<file path="src/rtl/fetch_buffer.sv">
// Instruction fetch buffer: queues {pc, instr} from fetch and hands them to decode in order.
// Latency: one cycle from accepted push to visibility on id_*; no empty bypass.
// Backpressure: if_ready_o drops only when full; a full buffer refuses pushes even while popping.

// Generic circular FIFO with synchronous flush and occupancy count.
// Latency: one cycle push-to-head; outputs derive from registered state only.
// Backpressure: push_rdy low when full, independent of pop_rdy.
module fifo #(
    parameter int W     = 8,
    parameter int DEPTH = 4
) (
    input  logic                     clk,
    input  logic                     rst,
    input  logic                     flush,
    input  logic                     push_vld,
    input  logic [W-1:0]             push_dat,
    output logic                     push_rdy,
    output logic                     pop_vld,
    input  logic                     pop_rdy,
    output logic [W-1:0]             pop_dat,
    output logic [$clog2(DEPTH):0]   count
);
    localparam int AW = $clog2(DEPTH);
    localparam int CW = AW + 1;

    logic [W-1:0]  mem [DEPTH];
    logic [AW-1:0] wp, rp;
    logic [CW-1:0] cnt;
    logic          push, pop;

    assign push_rdy = (cnt != CW'(DEPTH));
    assign pop_vld  = (cnt != '0);
    assign push     = push_vld && push_rdy && !flush;
    assign pop      = pop_vld && pop_rdy && !flush;
    // Stale storage must never leak onto the head while empty.
    assign pop_dat  = pop_vld ? mem[rp] : '0;
    assign count    = cnt;

    always_ff @(posedge clk) begin
        if (push) begin
            mem[wp] <= push_dat;
        end
    end

    always_ff @(posedge clk or posedge rst) begin
        if (rst) begin
            wp  <= '0;
            rp  <= '0;
            cnt <= '0;
        end else if (flush) begin
            wp  <= '0;
            rp  <= '0;
            cnt <= '0;
        end else begin
            if (push) begin
                wp <= wp + AW'(1);
            end
            if (pop) begin
                rp <= rp + AW'(1);
            end
            if (push && !pop) begin
                cnt <= cnt + CW'(1);
            end else if (pop && !push) begin
                cnt <= cnt - CW'(1);
            end
        end
    end
endmodule

module fetch_buffer #(
    parameter int DEPTH = 4,
    parameter int PC_W  = 64
) (
    input  logic                     clk_i,
    input  logic                     rst_i,
    input  logic                     if_valid_i,
    input  logic [PC_W-1:0]          if_pc_i,
    input  logic [31:0]              if_instr_i,
    output logic                     if_ready_o,
    output logic                     id_valid_o,
    output logic [PC_W-1:0]          id_pc_o,
    output logic [31:0]              id_instr_o,
    input  logic                     id_ready_i,
    input  logic                     flush_i,
    output logic [$clog2(DEPTH):0]   count_o
);
    typedef struct packed {
        logic [PC_W-1:0] pc;
        logic [31:0]     instr;
    } entry_t;

    entry_t in_dat, out_dat;

    assign in_dat.pc    = if_pc_i;
    assign in_dat.instr = if_instr_i;
    assign id_pc_o      = out_dat.pc;
    assign id_instr_o   = out_dat.instr;

    fifo #(
        .W     ($bits(entry_t)),
        .DEPTH (DEPTH)
    ) u_fifo (
        .clk      (clk_i),
        .rst      (rst_i),
        .flush    (flush_i),
        .push_vld (if_valid_i),
        .push_dat (in_dat),
        .push_rdy (if_ready_o),
        .pop_vld  (id_valid_o),
        .pop_rdy  (id_ready_i),
        .pop_dat  (out_dat),
        .count    (count_o)
    );
endmodule

</file>
<file path="config.mk">
export PLATFORM = sky130hd
export DESIGN_NAME = fetch_buffer
export DESIGN_NICKNAME = d
export VERILOG_FILES = /design/src/rtl/fetch_buffer.sv
export SDC_FILE = /design/constraint.sdc
export NUM_CORES = 1
export LEC_CHECK = 0
export ABC_AREA = 1
export BUFFER_PORTS_ARGS = -buffer_cell sky130_fd_sc_hd__buf_2
export CORE_MARGIN = 4
export CORE_UTILIZATION = 45
export DETAILED_ROUTE_END_ITERATION = 10
export PLACE_DENSITY = 0.72
export SLEW_MARGIN = 5
export SYNTH_ARGS = -nofsm -noshare
export SYNTH_HDL_FRONTEND = slang
export SYNTH_HIERARCHICAL = 1
export SYNTH_SLANG_ARGS = --single-unit
</file>
<file path="constraint.sdc">
create_clock -name clk_i -period 9.9 [get_ports clk_i]
set_input_delay 0.495 -clock clk_i [delete_from_list [all_inputs] [get_ports clk_i]]
set_output_delay 0.495 -clock clk_i [all_outputs]
set_load 0.05 [all_outputs]
</file>
==> flow_summary.toml, run 1 <==
[yosys]
ys_seq_area_share_pct = 76.2
synth_nets = 1303
syn_inst = 1197
avgSynthCellArea_um2 = 12.8
synth.cell_area_um2 = 15400
synth_seq_cells = 391
yosysWarnings = 6
yosysUniqueCellTypes = 23

[setup_path]
end_kind = "output pin"
path_delay_family = "buffers and inverters"
criticalPathCategory = "flop to output pin"
required_ps = 9410
crit_buf_inv = 3
r2r_cells = 4
slowest_delay_ps = 840
cp_slowest_cell = "dfrtp_4"
critical_path.cell_chain = "clkinv_2 -> buf_4 -> nor2_1 -> o21ai_1 -> a21oi_1 -> buf_2"
arrival_ps = 3540
path_max_fanout = 67
start_kind = "flop"
cp_num_cells = 6

[floorplanning]
start_util_pct = 45.7
die_w_um = 193
die_h_um = 193
row_count = 67
io_pins = 202
die-area_um2 = 37100
core_um2 = 33600

[global_routing]
grt_usage_pct = 18.0
grt_max_degree = 103
grt_overflow = 0
grt_pass1_wl_um = 52500
grt_pass1_vias = 9827
antenna_found_initial = 4

[routing]
drc = 0
wirelength_um = 33500
wire_per_inst_um = 18.0
vias_per_cell = 5.18
final_antenna_net_count = 0
first_pass_iters = 4
num_vias = 9649
drt_iter0_drc = 576

[timing]
clock_skew_ps = 17.4
drv_slew = 0
fin_crit_ps = 4040
timing.final.crit_share_pct = 40.8
clock.fmax_mhz = 248
setup_viol = 0
finalSetupTns_ps = 0
relSlewSlack_pct = 24.8
rsz0062_at_grt = "no"
worst_slew_pin_slew_ps = 1130
finalWorstSetupSlack_ps = 5860
hold_viol_final = 0

[placement]
place_inst = 1786
place_ws_ps = 6410
hpwlAfterDp_um = 18500
place_congestion = 0.745
port_buffers = 201

[pwr]
p_leak_nw = 6.40
p_seq_share_pct = 36.4
worst_ir_drop_vdd_uv = 293
swShare_pct = 40.6
p_comb_share_pct = 36.0
power.internal_mw = 3.21
power_density_nw_per_um2 = 301
pwr-share-clk_pct = 27.6
switching_power_mw = 2.19

[clock_network]
clock_latency_ps = 530
htreeDepth = 2
cts_tree = "yes"
cts-root-buf = "clkbuf_16"
clockBufferDepth = 3
clk_pin_slew_ps = 60
clock-sinks = 391
cts_made_buffers = 41

[layout]
multi_input_area_um2 = 3170
final_nets = 1488
fillCellCount = 2839
final-seq-area_um2 = 11700
layout-drive-gt1-share_pct = 20.4
fin_cells = 1864
area_growth_syn_to_layout_pct = 17.1

[outcome]
outcome = "finished clean"

[run]
drv_cap = 0

[worst_hold_path]
hp-class = "primary input to flop"
hold_depth = 1
## worst register-to-register path, delay by kind of cell (launching register included)
kind,cells,cell delay (ps)
compound gates,2,310
buf+inv,2,1300
flops,1,840
## per-stage QoR
step	instance area (µm²)	hold WS [ps]	utilization, %	total power, mW
final	18000	181	53.5	5.41
after detailed placement	16600	435	49.5	3.97
after global routing	18000	157	53.5	5.67
after global placement	16600	439	49.5	3.95
after floorplan	15400	298	-	3.51
after CTS	18000	154	53.5	5.47
## placed cells by master (no fill, tap or decap)
| master | instances |
|---|---|
| clkinv_1 | 9 |
| clkinv_2 | 6 |
| dfrtp_4 | 2 |
| o21ai_0 | 74 |
| nand2_1 | 10 |
| clkinv_8 | 2 |
| clkbuf_16 | 41 |
| fa_1 | 1 |
| buf_2 | 201 |
| a21oi_1 | 98 |
| nand2_2 | 4 |
| nor2_4 | 5 |
| dlygate4sd3_1 | 1 |
| nand3_1 | 7 |
| diode_2 | 1 |
| edfxtp_1 | 384 |
| nor2_1 | 384 |
| xnor2_1 | 1 |
| clkinvlp_4 | 3 |
| a21boi_0 | 1 |
| ha_1 | 4 |
| o21ai_1 | 124 |
| inv_1 | 12 |
| inv_2 | 3 |
| clkbuf_1 | 11 |
| bufinv_16 | 5 |
| inv_6 | 2 |
| nor2_2 | 1 |
| buf_4 | 14 |
| dfrtp_1 | 5 |
## metal layers
layer | vias to the layer above | routed length [µm] | share of wire, % | GRT usage, %
met4 | 6 | 520 | 1.6 | 3.84
met3 | 49 | 2400 | 7.2 | 3.73
met1 | 4651 | 13900 | 41 | 23.5
met5 | - | 41 | 0.12 | 0
li1 | 4618 | - | - | -
met2 | 325 | 16700 | 50 | 31.2
## synth_stat cells, drive strengths merged
library cell	instances	area (µm²)
a21boi	1	7.51
a21oi	98	490
buf	50	345
clkbuf	24	97.6
dfrtp	7	175
edfxtp	384	11500
fa	1	20.0
ha	4	50.1
inv	18	67.6
nand2	14	62.6
nand3	7	35.0
nor2	390	1470
o21ai	198	991
xnor2	1	8.76
## power by group through the flow
stage	combinational [mW]	clock [mW]	sequential, mW
floorplan	1.50	0	2.02
global placement	1.95	0	2.00
detailed placement	1.96	0	2.00
CTS	1.97	1.53	1.97
global route	2.09	1.60	1.98
finish	1.95	1.49	1.97
## area by class of cell
class                      count  share of cell area [%]
sequential                   391                    65.2
multi-input combinational    714                    17.6
timing repair buffer         216                    6.24
clock buffer                  52                    5.94
tap                          448                    3.12
clock inverter                24                    1.49
inverter                      18                   0.418
antenna                        1                  0.0139
## registers in the layout (all words and copies together) (netlist names)
signal and cells:
u_fifo/count 3, u_fifo/mem 384, u_fifo/rp 2, u_fifo/wp 2
## cells by family after synthesis
kind of cell	count (synthesis)	synth area share, %
and+or+nand+nor	411	10.2
DFF	391	76.2
AOI/OAI and AO/OA	297	9.70
buffers and inverters	92	3.32
adders and majority gates	5	0.456
xor gates and xnor gates	1	0.0570
## worst paths after layout
path | to | slack [ps] | start
max | id_instr_o[11] | 5860 | u_fifo/rp[1]$_DFFE_PP0P_
min | u_fifo/mem[0][33]$_DFFE_PP_ | 180 | if_pc_i[1]
max reg2reg | u_fifo/rp[1]$_DFFE_PP0P_ | 7290 | u_fifo/rp[1]$_DFFE_PP0P_
min reg2reg | u_fifo/count[0]$_DFFE_PP0P_ | 550 | u_fifo/count[0]$_DFFE_PP0P_
max in group asynchronous | u_fifo/rp[0]$_DFFE_PP0P_ | 9170 | rst_i
min in group asynchronous | u_fifo/wp[0]$_DFFE_PP0P_ | 490 | rst_i
## repair_timing
item                                    in CTS  in global routing
gates resized for setup                      0                  0
endpoints found under the setup margin       0                  0
hold buffers                                 1                  0
buffers inserted                             0                  0
endpoints found under the hold margin        7                  0
(Power assumes the default switching activity.)
==> run 2: changes to the inputs <==
--- a/config.mk
+++ b/config.mk
@@ -5,12 +5,12 @@
 export SDC_FILE = /design/constraint.sdc
 export NUM_CORES = 1
 export LEC_CHECK = 0
-export ABC_AREA = 1
+export ABC_AREA = 0
 export BUFFER_PORTS_ARGS = -buffer_cell sky130_fd_sc_hd__buf_2
 export CORE_MARGIN = 4
 export CORE_UTILIZATION = 45
 export DETAILED_ROUTE_END_ITERATION = 10
-export PLACE_DENSITY = 0.72
+export PLACE_DENSITY = 0.74
 export SLEW_MARGIN = 5
 export SYNTH_ARGS = -nofsm -noshare
 export SYNTH_HDL_FRONTEND = slang
==> constraint.sdc (replaced) <==
create_clock -name clk_i -period 3.3 [get_ports clk_i]
set_input_delay 0.165 -clock clk_i [delete_from_list [all_inputs] [get_ports clk_i]]
set_output_delay 0.165 -clock clk_i [all_outputs]
set_load 0.05 [all_outputs]
==> flow_summary.toml, run 2 <==
[global_routing]
grt_pass1_vias = 8423
antenna_found_initial = 5
grt_max_degree = 56
grt_overflow = 0
grt_usage_pct = 17.2
grt_pass1_wl_um = 48300

[layout]
fin_cells = 1461
layout-drive-gt1-share_pct = 36.2
largest_reg_flops = 384
final_common_cell = "edfxtp_1"
mostFrequentLayoutCells = "384 x edfxtp_1, 201 x buf_2, 100 x dlygate4sd3_1"
final_nets = 1100
design_area_um2 = 18900
area_growth_syn_to_layout_pct = 25.4
fin_util_pct = 57.6
top_register = "u_fifo/mem"

[timing]
hold_viol_final = 0
rsz0062_at_grt = "no"
clock.fmax_mhz = 384
worst_slew_pin_slew_ps = 567
fin_crit_ps = 2600
drv_slew = 0
clock_skew_ps = 14.7
timing.final.crit_share_pct = 78.9
setup_viol = 0
relSlewSlack_pct = 62.2
whs_ps = 71.1
finalWorstSetupSlack_ps = 698
finalSetupTns_ps = 0

[placement]
hpwlAfterDp_um = 17700
place_congestion = 0.786
place_ws_ps = 914
place_inst = 1294
port_buffers = 201
placed_cell_area_um2 = 16600

[setup_path]
critical_path.cell_chain = "or3_4 -> buf_12 -> and2_1 -> buf_2"
r2r_start = "u_fifo/count[1]$_DFFE_PP0P_"
path_delay_family = "simple AND/OR/NAND/NOR gates"
start_kind = "flop"
criticalPathCategory = "flop to output pin"
crit_buf_inv = 2
cp_slowest_cell = "or3_4"
end_kind = "output pin"
arrival_ps = 2440
slowest_delay_ps = 540
required_ps = 3130
path_max_fanout = 55
cp-startpoint = "u_fifo/count[1]$_DFFE_PP0P_"

[pwr]
p_leak_nw = 6.53
worst_ir_drop_vdd_uv = 872
finalPower_mw = 16.6
power_density_nw_per_um2 = 879

[yosys]
synth_seq_cells = 391
ys_seq_area_share_pct = 77.8
synth_ff_type = "edfxtp_1"
synth_commonest_cells = "384 x edfxtp_1, 101 x and2_1, 96 x mux4_2"
yosysTopAreaCellShare_pct = 76.6
yosysMostFrequentCell = "edfxtp_1"
ys_async_sr_fraction_pct = 1.79
synth.cell_area_um2 = 15100
avgSynthCellArea_um2 = 22.4
synth_edf_count = 384
yosysUniqueCellTypes = 34
yosysWarnings = 6
syn_inst = 673
synth_nets = 779
synth_top_area_cell = "edfxtp_1"
synthTopCellsByArea = "edfxtp_1 77%, mux4_2 14%, and2_1 4.2%"

[routing]
wirelength_um = 30900
wire_per_inst_um = 21.1
final_antenna_net_count = 0
first_pass_iters = 4
vias_per_cell = 5.25
num_vias = 7665
drt_iter0_drc = 480
drc = 0

[floorplanning]
start_util_pct = 45.9
die_w_um = 191
die-area_um2 = 36400
row_count = 66
die_h_um = 191
io_pins = 202
core_um2 = 32800

[clock_network]
htreeDepth = 2
cts_setup_buffers = 0
clk_pin_slew_ps = 60
clock_latency_ps = 510
cts_made_buffers = 40
clockBufferDepth = 3
cts_tree = "yes"
clock-sinks = 391
cts-root-buf = "clkbuf_16"

[outcome]
outcome = "finished clean"

[worst_hold_path]
hp-class = "primary input to flop"
min_from = "id_ready_i"

[run]
drv_cap = 0
[run 2: logic make-up (layout without fill, tap and decap cells)]
kind of cell | after synthesis | count (layout) | share of synthesized area (%)
DFF | 391 | 391 | 77.8
and+or+nand+nor | 114 | 114 | 4.62
muxes | 98 | 98 | 14.5
buffers and inverters | 47 | 392 | 1.75
AOI/OAI and AO/OA | 16 | 16 | 0.765
adders and majority gates | 5 | 5 | 0.466
xor gates and xnor gates | 2 | 2 | 0.116
other | 0 | 1 | 0
[run 2: path summary, 6_finish.rpt]
path	slack, ps	depth (start not counted)	to
setup reg to reg	800	7	u_fifo/count[2]$_DFFE_PP0P_
hold / removal	70	3	u_fifo/count[2]$_DFFE_PP0P_
min in group asynchronous	190	3	u_fifo/count[1]$_DFFE_PP0P_
setup / recovery	700	4	id_pc_o[63]
hold reg to reg	630	2	u_fifo/wp[1]$_DFFE_PP0P_
max in group asynchronous	2820	3	u_fifo/rp[0]$_DFFE_PP0P_
[run 2: tightest hold or removal path: stages]
cell      delay, ps
buf_2           160
a31o_2          170
a211oi_1         40
[run 2: layout make-up]
| cell class | instances | area, µm² |
|---|---|---|
| Fill cell | 2442 | 13900 |
| Sequential cell | 391 | 11700 |
| Multi-Input combinational cell | 235 | 3100 |
| Timing Repair Buffer | 317 | 2240 |
| Clock buffer | 48 | 1050 |
| Tap cell | 442 | 553 |
| Clock inverter | 18 | 178 |
| Inverter | 9 | 33.8 |
| Antenna cell | 1 | 2.50 |
[run 2: timing repair]
item / CTS / global route
hold endpoints to repair: 396 / 0
hold buffers: 100 / 0
endpoints found under the setup margin: 0 / 0
gates resized for setup: 0 / 0
[run 2: power by group]
| group | switching [mW] | leakage [nW] | internal (mW) |
|---|---|---|---|
| clock | 1.71 | 0.593 | 2.56 |
| combinational | 4.47 | 2.36 | 1.97 |
| sequential | 0.131 | 3.57 | 5.75 |
| total | 6.31 | 6.53 | 10.3 |
[run 2: per-layer routing]
metal / wire length (µm) / vias up / track usage (%) / share of wire [%]
met5: 41 / - / 0 / 0.13
met1: 13100 / 3962 / 24.1 / 42
met4: 632 / 6 / 4.59 / 2.0
met3: 2100 / 58 / 3.48 / 6.8
met2: 15000 / 268 / 27.8 / 49
li1: - / 3371 / - / -
==> run 3: changes to the inputs <==
==> constraint.sdc (replaced) <==
create_clock -name clk_i -period 2.1 [get_ports clk_i]
set_input_delay 0.105 -clock clk_i [delete_from_list [all_inputs] [get_ports clk_i]]
set_output_delay 0.105 -clock clk_i [all_outputs]
set_load 0.05 [all_outputs]
==> flow_summary.toml, run 3 (synthesis gave the netlist of run 2 again) <==
[routing]
first_pass_iters = 4
num_vias = 8023
wirelength_um = 35500
final_antenna_net_count = 0
wire_per_inst_um = 23.4
vias_per_cell = 5.28
drt_iter0_drc = 536
drc = 0

[timing]
setup_viol = 97
timing.final.crit_share_pct = 109
fin_crit_ps = 2290
worst_slew_pin_slew_ps = 414
rsz0062_at_grt = "yes"
hold_viol_final = 0
relSlewSlack_pct = 72.4
whs_ps = 88.2
finalWorstSetupSlack_ps = -189
finalSetupTns_ps = -11470
clock_skew_ps = 10.6
clock.fmax_mhz = 437
drv_slew = 0

[layout]
mostFrequentLayoutCells = "384 x edfxtp_1, 104 x buf_2, 101 x dlygate4sd3_1"
top_register = "u_fifo/mem"
largest_reg_flops = 384
fin_cells = 1519
fillCellCount = 2146
area_growth_syn_to_layout_pct = 39.6
fin_util_pct = 64.1
layout-drive-gt1-share_pct = 49.5
final_common_cell = "edfxtp_1"
final_nets = 1156
design_area_um2 = 21000

[placement]
place_congestion = 0.694
port_buffers = 201
hpwlAfterDp_um = 18100
placed_cell_area_um2 = 17000
place_inst = 1310
place_ws_ps = 82.4

[run]
drv_cap = 0

[setup_path]
path_max_fanout = 8
cpMostUsedCell = "buf_12"
required_ps = 2000
critical_path.cell_chain = "buf_12 -> buf_12 -> mux4_2 -> and2_4 -> buf_6"
crit_buf_inv = 3
arrival_ps = 2180
criticalPathCategory = "flop to output pin"
cp_slowest_cell = "mux4_2"
slowest_delay_ps = 540
end_kind = "output pin"
path_delay_family = "multiplexers"
start_kind = "flop"

[outcome]
outcome = "finished with violations"
failed_checks = "negative setup slack"

[pwr]
pwr-share-clk_pct = 21.5
finalPower_mw = 32.3
power_density_nw_per_um2 = 1530
switching_power_mw = 11.4
swShare_pct = 35.4
p_seq_share_pct = 28.5
p_comb_share_pct = 50.0
worst_ir_drop_vdd_uv = 1120
p_leak_nw = 7.37
power.internal_mw = 20.8

[global_routing]
grt_overflow = 0
grt_usage_pct = 18.7
grt_pass1_wl_um = 51600
antenna_found_initial = 2
grt_max_degree = 41
grt_pass1_vias = 8682

[floorplanning]
core_um2 = 32800
start_util_pct = 45.9
die_w_um = 191
die_h_um = 191
row_count = 66
die-area_um2 = 36400
io_pins = 202

[clock_network]
clock_latency_ps = 510
clk_pin_slew_ps = 60
clockBufferDepth = 3
htreeDepth = 2
cts_tree = "yes"
clock-sinks = 391
cts-root-buf = "clkbuf_16"
cts_made_buffers = 41

[worst_hold_path]
hp-class = "primary input to asynchronous set/reset pin"
## run 3: worst reg2reg max path, delay by kind of cell (launching register included)
| family | cells | cell delay, ps |
|---|---|---|
| buffers and inverters | 1 | 140 |
| AND/OR/NAND/NOR | 4 | 750 |
| flip-flops | 1 | 440 |
| adder cells (fa/ha/maj) | 1 | 380 |
| AO/OA/AOI/OAI | 2 | 330 |
## run 3: repair_timing
item,in CTS,in global routing
hold endpoints to repair,397,0
pin swaps,39,38
hold buffers,101,0
cloned,10,6
setup endpoints to repair,97,98
buffers inserted,18,7
resized for setup,272,119
## run 3: layout make-up
class,count,area (µm²),share of cell area (%)
Sequential cell,391,11700,55.8
Multi-Input combinational cell,237,3400,16.2
Clock buffer,51,1060,5.06
Antenna cell,1,2.50,0.0119
Inverter,9,33.8,0.161
Clock inverter,18,214,1.02
Timing Repair Buffer,370,4030,19.2
Tap cell,442,553,2.63
## run 3: power groups by stage
stage	combinational, mW	sequential (mW)	clock, mW
4_1_cts	14.5	9.17	7.06
3_3_place_gp	10.5	9.31	0
2_1_floorplan	7.82	9.36	0
3_5_place_dp	10.5	9.34	0
6_report	16.1	9.18	6.94
5_1_grt	16.8	9.21	7.47
## run 3: metal layers
| metal | vias up | global-route usage, % | part of all wire (%) |
|---|---|---|---|
| met4 | 2 | 4.31 | 1.6 |
| li1 | 3505 | - | - |
| met3 | 49 | 3.97 | 5.9 |
| met1 | 4199 | 24.6 | 40 |
| met5 | - | 0 | 0.034 |
| met2 | 268 | 32.4 | 52 |
## run 3: path summary, 6_finish.rpt
check                                             from                          end  slack [ps]  cells past startpoint
max in group asynchronous                        rst_i     u_fifo/rp[0]$_DFFE_PP0P_        1730                      3
setup reg to reg           u_fifo/count[1]$_DFFE_PP0P_  u_fifo/count[2]$_DFFE_PP0P_         -20                      8
hold / removal                                   rst_i  u_fifo/count[2]$_DFFE_PP0P_          90                      3
hold reg to reg               u_fifo/wp[0]$_DFFE_PP0P_     u_fifo/wp[0]$_DFFE_PP0P_         650                      2
setup / recovery              u_fifo/rp[0]$_DFFE_PP0P_                id_instr_o[0]        -190                      5
min in group clk_i                         if_pc_i[55]  u_fifo/mem[1][87]$_DFFE_PP_         340                      2
